<file path="src/rtl/int_ctrl_if.sv">
// Register bus between the host and the interrupt controller.
// The host drives strobes, address and write data; the controller returns
// registered read data.
interface int_ctrl_if;
    logic        bus_we;
    logic        bus_re;
    logic [1:0]  bus_addr;
    logic [31:0] bus_wdata;
    logic [31:0] bus_rdata;

    modport master (
        output bus_we, bus_re, bus_addr, bus_wdata,
        input  bus_rdata
    );

    modport slave (
        input  bus_we, bus_re, bus_addr, bus_wdata,
        output bus_rdata
    );
endinterface

</file>
<file path="src/rtl/int_ctrl.sv">
// Four-source interrupt controller for coprocessor 0.
// Sources are synchronized, optionally debounced, edge-detected into
// pending bits, and presented one at a time (lowest index first) on INT.
// Optional feature: define INTC_DEBOUNCE_EN to insert a per-source
// stable-level filter of DEBOUNCE_CYCLES cycles.
module int_ctrl #(
    parameter int unsigned DEBOUNCE_CYCLES = 16
) (
    input  logic        clk,
    input  logic        reset,
    input  logic [3:0]  irq_src,
    input  logic        INT_ACK,
    int_ctrl_if.slave   bus,
    output logic        INT,
    output logic [1:0]  int_id,
    output logic [15:0] DEBUG_INTINFO
);

    typedef enum logic [1:0] {
        IDLE    = 2'd0,
        REQ     = 2'd1,
        SERVICE = 2'd2
    } state_t;

    state_t      state_q, state_d;
    logic [3:0]  sync1_q, sync2_q;
    logic [3:0]  level, prev_q, edge_hit;
    logic [3:0]  warm_q;
    logic [3:0]  pending_q, pending_d, pend_base;
    logic [3:0]  mask_q, mask_d, w1c, req_vec;
    logic [1:0]  int_id_q, int_id_d;
    logic        int_q, int_d;
    logic        eoi_wr;
    logic [31:0] rdata_q, rdata_d;
    logic        wdata_unused;

    // Two-flop synchronizer plus a warm-up shift register; edges are only
    // recognised once every stage holds a genuine post-reset sample, so a
    // source that is already high at release does not look like an edge.
    always_ff @(posedge clk or negedge reset) begin
        if (!reset) begin
            sync1_q <= '0;
            sync2_q <= '0;
            warm_q  <= '0;
        end else begin
            sync1_q <= irq_src;
            sync2_q <= sync1_q;
            warm_q  <= {warm_q[2:0], 1'b1};
        end
    end

`ifdef INTC_DEBOUNCE_EN
    logic [3:0] filt_q;
    logic [7:0] cnt_q [4];

    // Filtered level follows the synchronized level only after it has
    // differed for DEBOUNCE_CYCLES consecutive cycles; during warm-up the
    // filter is loaded directly so a held-high source is taken as the baseline.
    always_ff @(posedge clk or negedge reset) begin
        if (!reset) begin
            filt_q <= '0;
            for (int unsigned i = 0; i < 4; i++) cnt_q[i] <= '0;
        end else if (!warm_q[2]) begin
            filt_q <= sync2_q;
            for (int unsigned i = 0; i < 4; i++) cnt_q[i] <= '0;
        end else begin
            for (int unsigned i = 0; i < 4; i++) begin
                if (sync2_q[i] == filt_q[i]) begin
                    cnt_q[i] <= '0;
                end else if (cnt_q[i] == 8'(DEBOUNCE_CYCLES - 1)) begin
                    filt_q[i] <= sync2_q[i];
                    cnt_q[i]  <= '0;
                end else begin
                    cnt_q[i] <= cnt_q[i] + 8'd1;
                end
            end
        end
    end

    assign level = filt_q;
`else
    assign level = sync2_q;
`endif

    // Previous filtered level for rising-edge detection.
    always_ff @(posedge clk or negedge reset) begin
        if (!reset) prev_q <= '0;
        else        prev_q <= level;
    end

    assign edge_hit  = level & ~prev_q & {4{warm_q[3]}};
    assign w1c       = (bus.bus_we && bus.bus_addr == 2'd0) ? bus.bus_wdata[3:0] : '0;
    assign mask_d    = (bus.bus_we && bus.bus_addr == 2'd1) ? bus.bus_wdata[3:0] : mask_q;
    assign eoi_wr    = bus.bus_we && (bus.bus_addr == 2'd3);
    assign pend_base = (pending_q & ~w1c) | edge_hit;
    assign req_vec   = pending_q & mask_q;

    // Next state, request output, latched ID and pending update.
    always_comb begin
        state_d   = state_q;
        int_id_d  = int_id_q;
        int_d     = 1'b0;
        pending_d = pend_base;
        unique case (state_q)
            IDLE: begin
                if (req_vec != 4'b0000) begin
                    state_d = REQ;
                    int_d   = 1'b1;
                    if      (req_vec[0]) int_id_d = 2'd0;
                    else if (req_vec[1]) int_id_d = 2'd1;
                    else if (req_vec[2]) int_id_d = 2'd2;
                    else                 int_id_d = 2'd3;
                end
            end
            REQ: begin
                // Acknowledge wins over a same-cycle clear or unmask; a new
                // edge on the acknowledged source still re-arms its bit.
                if (INT_ACK) begin
                    pending_d = (pend_base & ~(4'b0001 << int_id_q)) | edge_hit;
                    state_d   = SERVICE;
                end else if (!pend_base[int_id_q] || !mask_d[int_id_q]) begin
                    state_d = IDLE;
                end else begin
                    int_d = 1'b1;
                end
            end
            SERVICE: begin
                if (eoi_wr) state_d = IDLE;
            end
            default: state_d = IDLE;
        endcase
    end

    // Controller state registers.
    always_ff @(posedge clk or negedge reset) begin
        if (!reset) begin
            state_q   <= IDLE;
            int_id_q  <= '0;
            int_q     <= 1'b0;
            pending_q <= '0;
            mask_q    <= '0;
        end else begin
            state_q   <= state_d;
            int_id_q  <= int_id_d;
            int_q     <= int_d;
            pending_q <= pending_d;
            mask_q    <= mask_d;
        end
    end

    // Read mux; a read that coincides with a write returns zero.
    always_comb begin
        rdata_d = '0;
        if (bus.bus_re && !bus.bus_we) begin
            unique case (bus.bus_addr)
                2'd0:    rdata_d = {28'b0, pending_q};
                2'd1:    rdata_d = {28'b0, mask_q};
                2'd2:    rdata_d = {29'b0, state_q == SERVICE, int_id_q};
                default: rdata_d = '0;
            endcase
        end
    end

    // Registered read data.
    always_ff @(posedge clk or negedge reset) begin
        if (!reset) rdata_q <= '0;
        else        rdata_q <= rdata_d;
    end

    assign wdata_unused  = ^bus.bus_wdata[31:4];
    assign bus.bus_rdata = rdata_q;
    assign INT           = int_q;
    assign int_id        = int_id_q;
    assign DEBUG_INTINFO = {6'b0, state_q, mask_q, pending_q};

endmodule

</file>
<file path="src/flat_wrapper.sv">
// flat-port wrapper written by rule: the top's interface ports become plain ports
module int_ctrl_flat 
#(
    parameter int unsigned DEBOUNCE_CYCLES = 16
)
  (clk, reset, irq_src, INT_ACK, INT, int_id, DEBUG_INTINFO, bus_bus_we, bus_bus_re, bus_bus_addr, bus_bus_wdata, bus_bus_rdata);
  int_ctrl_if bus_i ();
  input  logic clk;
  input  logic reset;
  input  logic [3:0] irq_src;
  input  logic INT_ACK;
  output logic INT;
  output logic [1:0] int_id;
  output logic [15:0] DEBUG_INTINFO;
  input wire logic [$bits(bus_i.bus_we)-1:0] bus_bus_we;
  input wire logic [$bits(bus_i.bus_re)-1:0] bus_bus_re;
  input wire logic [$bits(bus_i.bus_addr)-1:0] bus_bus_addr;
  input wire logic [$bits(bus_i.bus_wdata)-1:0] bus_bus_wdata;
  output wire logic [$bits(bus_i.bus_rdata)-1:0] bus_bus_rdata;
  assign bus_i.bus_we = bus_bus_we;
  assign bus_i.bus_re = bus_bus_re;
  assign bus_i.bus_addr = bus_bus_addr;
  assign bus_i.bus_wdata = bus_bus_wdata;
  assign bus_bus_rdata = bus_i.bus_rdata;
  int_ctrl #(.DEBOUNCE_CYCLES(DEBOUNCE_CYCLES)) u_core (.clk(clk), .reset(reset), .irq_src(irq_src), .INT_ACK(INT_ACK), .bus(bus_i), .INT(INT), .int_id(int_id), .DEBUG_INTINFO(DEBUG_INTINFO));
endmodule
</file>
<file path="config.mk">
export PLATFORM = sky130hd
export DESIGN_NAME = int_ctrl_flat
export DESIGN_NICKNAME = d
export VERILOG_FILES = /design/src/rtl/int_ctrl_if.sv /design/src/rtl/int_ctrl.sv /design/src/flat_wrapper.sv
export SDC_FILE = /design/constraint.sdc
export NUM_CORES = 1
export LEC_CHECK = 0
export CAP_MARGIN = 20
export CORE_MARGIN = 4
export CORE_UTILIZATION = 38
export DETAILED_ROUTE_END_ITERATION = 8
export PLACE_DENSITY = 0.77
export RECOVER_POWER = 25
export SLEW_MARGIN = 30
export SYNTH_ARGS = -nofsm -noshare
export SYNTH_HDL_FRONTEND = slang
export SYNTH_SLANG_ARGS = --single-unit
</file>
<file path="constraint.sdc">
create_clock -name clk -period 2.41 [get_ports clk]
set_input_delay 0.3615 -clock clk [delete_from_list [all_inputs] [get_ports clk]]
set_output_delay 0.3615 -clock clk [all_outputs]
set_load 0.01 [all_outputs]
</file>
==> run metrics <==
Chip Height 73.6 um; worst path required time between 2 and 2.5 ns; GP Congestion around 0.85; Hold Buf Count CTS 0; P_leak between 0.8 and 0.9 nW; Worst-path clk slew around 0.07 ns; largest net degree at the start of global routing 34; VDD IR-drop max 0.382 mV; Slew @ Worst Pin roughly 0.82 ns; Core ar. 0.00409 sq mm; Worst EP arrival between 1.5 and 2 ns; Detailed Route Iter0 Violations a little under 70; Via Count around 1100; met1 Use GR 14.9%; pwr/cell area approximately 990 mW/mm^2; postcts setup bufs 0; TritonRoute pass-1 iters 4; Buf+Inv Stages, Crit Path 1; nets 222; Total Wirelength 3110 um; grt total ovfl 0; clock tree buffer depth 2; status completed; CTS Buf Count 5; PortBufs 31; post-CTS sizing 0; final setup fails 0; total negative setup slack 0 ns; startpoint class of the critical path register; synthesized area 0.00164 sq mm; Yosys top cell by area dfrtp_1; busiest layer in global routing met2; sequential-to-total area share from yosys stat about half; Multi-input gate area roughly 640 sq um; RSZ-0062 raised after global routing false; Global Route met3 Usage approximately 3.4%; CP max-delay cell dfrtp_1; Die W roughly 74 um; Synth cell types 34; max cap viols 0; Total GRT Usage a little under an eighth; initial antenna violation count 0; dominant cells by area after synthesis dfrtp_1 (50%), buf_4 (16%), mux4_2 (4.1%), mux2_2 (2.8%), mux2i_1 (2.4%); CTS tree built; Syn Inst Count ~140; FF+latch count, synth 33; worst-path cell chain clkdlybuf4s50_1; Avg Vias per Cell 4.63; Fillers approximately 380; met2 Resource Use GR 18.6%; setup ws final 0.515 ns; Peak Freq between 500 and 600 MHz; vias in the first global route roughly 950; CP delay by family, top flip-flops; starting density of the core 40.0%; CTS sink count 33; pre-CTS setup slack 0.277 ns; Worst setup EP type output pin; Rows 23; dpl hpwl between 2000 and 2500 um; Fin. Hold Viols 0; fin crit share roughly 79%; Final Max Tran Viols 0; Synth top area share 50.5%; antenna cells 0; first-pass GRT wire length 4680 um; Max Clock Skew between 0.005 and 0.006 ns; register area approximately 830 sq um; root buffer cell clkbuf_8; antenna-violating nets left 0; IO Count 94; htree depth 2; Worst Hold Class reg2reg; Max Fanout on Critical Path 11; drt wl/cell roughly 14 um; delay of the slowest cell on the worst path slightly above 0.6 ns; min Tclk post-route ~1.9 ns; Clk Latency, worst-skew pair about 0.29 ns; Area Growth Syn to Fin 21.6%; Crit Path Class reg2out; DRC 0; Yosys warning count 0; slew margin rel. between 40% and 50%; Avg Cell Area, Syn 11.4 sq um; share of cells above drive strength 1 between 10% and 20%; DIE AREA about 0.0054 sq mm
-- cells by family (layout without fill, tap and decap cells) --
logic type / Yosys count / after routing / synth area share (%)
mux: 13 / 13 / 11.6
simple gates: 33 / 33 / 11.2
buf+inv: 41 / 45 / 17.9
flops: 33 / 33 / 50.5
other cells: 2 / 35 / 0.459
compound gates: 21 / 21 / 8.33
-- stage by stage --
stage / util (%) / cell area [sq um] / hold WS [ns] / cells / power, mW
finish: 48.7 / 1990 / 0.351 / 230 / 1.98
global route: 48.7 / 1990 / 0.358 / 230 / 2.10
CTS: 48.8 / 1990 / 0.352 / 230 / 1.99
detailed placement: 46.0 / 1880 / 0.335 / 222 / 1.46
global placement: 46.0 / 1880 / 0.332 / 222 / 1.45
floorplan: - / 1760 / 0.0659 / 176 / 1.21
-- cell usage after synthesis (all sizes together) --
cell    number
a211oi       1
a21oi        5
a221oi       1
a22oi        2
a31o         1
a31oi        1
a32oi        1
and3         1
buf         36
clkbuf       3
conb         2
dfrtp       33
inv          2
mux2         5
mux2i        4
mux4         4
nand2        9
nand2b       1
nand3        1
nand3b       2
nor2         6
nor2b        5
nor3         3
nor3b        2
nor4         1
nor4b        1
o21ai        8
o32a         1
or2          1
-- worst register-to-register path: stages, from the launching register on --
cell and delay, ns:
dfrtp_1 0.62, mux4_1 0.67, a221oi_2 0.31, a21oi_1 0.08
-- worst paths after layout --
check / start / endpoint / slack, ns / cells past startpoint
worst max-delay path: u_core.int_id[1] / int_id[1] / 0.52 / 1
min in group asynchronous: reset / u_core.bus.bus_rdata[2] / 0.69 / 2
worst max register to register: u_core.int_id[1] / u_core.state_q[0] / 0.62 / 3
worst min register to register: u_core.warm_q[0] / u_core.warm_q[1] / 0.35 / 0
max in group asynchronous: reset / u_core.warm_q[0] / 1.20 / 2
worst min-delay path: u_core.warm_q[0] / u_core.warm_q[1] / 0.35 / 0
-- per-layer routing --
layer  wire length (um)  up-vias
met3                227        4
met2               1600       43
met5                  0        -
met1               1250      527
li1                   -      492
met4                 32        0
-- report_power, final --
| part | switching, mW | internal [mW] | total, mW |
|---|---|---|---|
| logic | 0.273 | 0.359 | 0.631 |
| clock network | 0.215 | 0.309 | 0.525 |
| registers | 0.163 | 0.657 | 0.819 |
| total | 0.651 | 1.32 | 1.98 |
-- flip-flops by register name, indices dropped and copies added, names as in the netlist --
| register | cells |
|---|---|
| u_core.mask_q | 4 |
| u_core.pending_q | 4 |
| u_core.state_q | 2 |
| u_core.int_id | 2 |
| u_core.bus.bus_rdata | 4 |
| u_core.prev_q | 4 |
| u_core.INT | 1 |
| u_core.warm_q | 4 |
| u_core.level | 4 |
| u_core.sync1_q | 4 |
-- final cells by class --
class	count	share of cell area, %
flip-flops and latches	33	41.5
multi-input cells	102	32.2
repair buffers	35	17.0
clock buffers	5	3.46
well taps	50	3.14
clock inverters	3	2.33
inverters	2	0.377
-- placed cells by master, fill, tap and decap left out, types with 4 or more instances in the layout --
| cell type | Yosys | final |
|---|---|---|
| conb_1 | 2 | 35 |
| dlygate4sd3_1 | 0 | 5 |
| mux2_2 | 4 | 4 |
| nor2_1 | 6 | 6 |
| nor2b_1 | 5 | 5 |
| clkbuf_8 | 0 | 5 |
| o21ai_1 | 8 | 8 |
| mux2i_1 | 4 | 4 |
| clkdlybuf4s50_1 | 0 | 26 |
| a21oi_1 | 5 | 5 |
| nand2_1 | 9 | 9 |
| dfrtp_1 | 33 | 33 |
No activity file was read; power rests on OpenSTA's default activity.
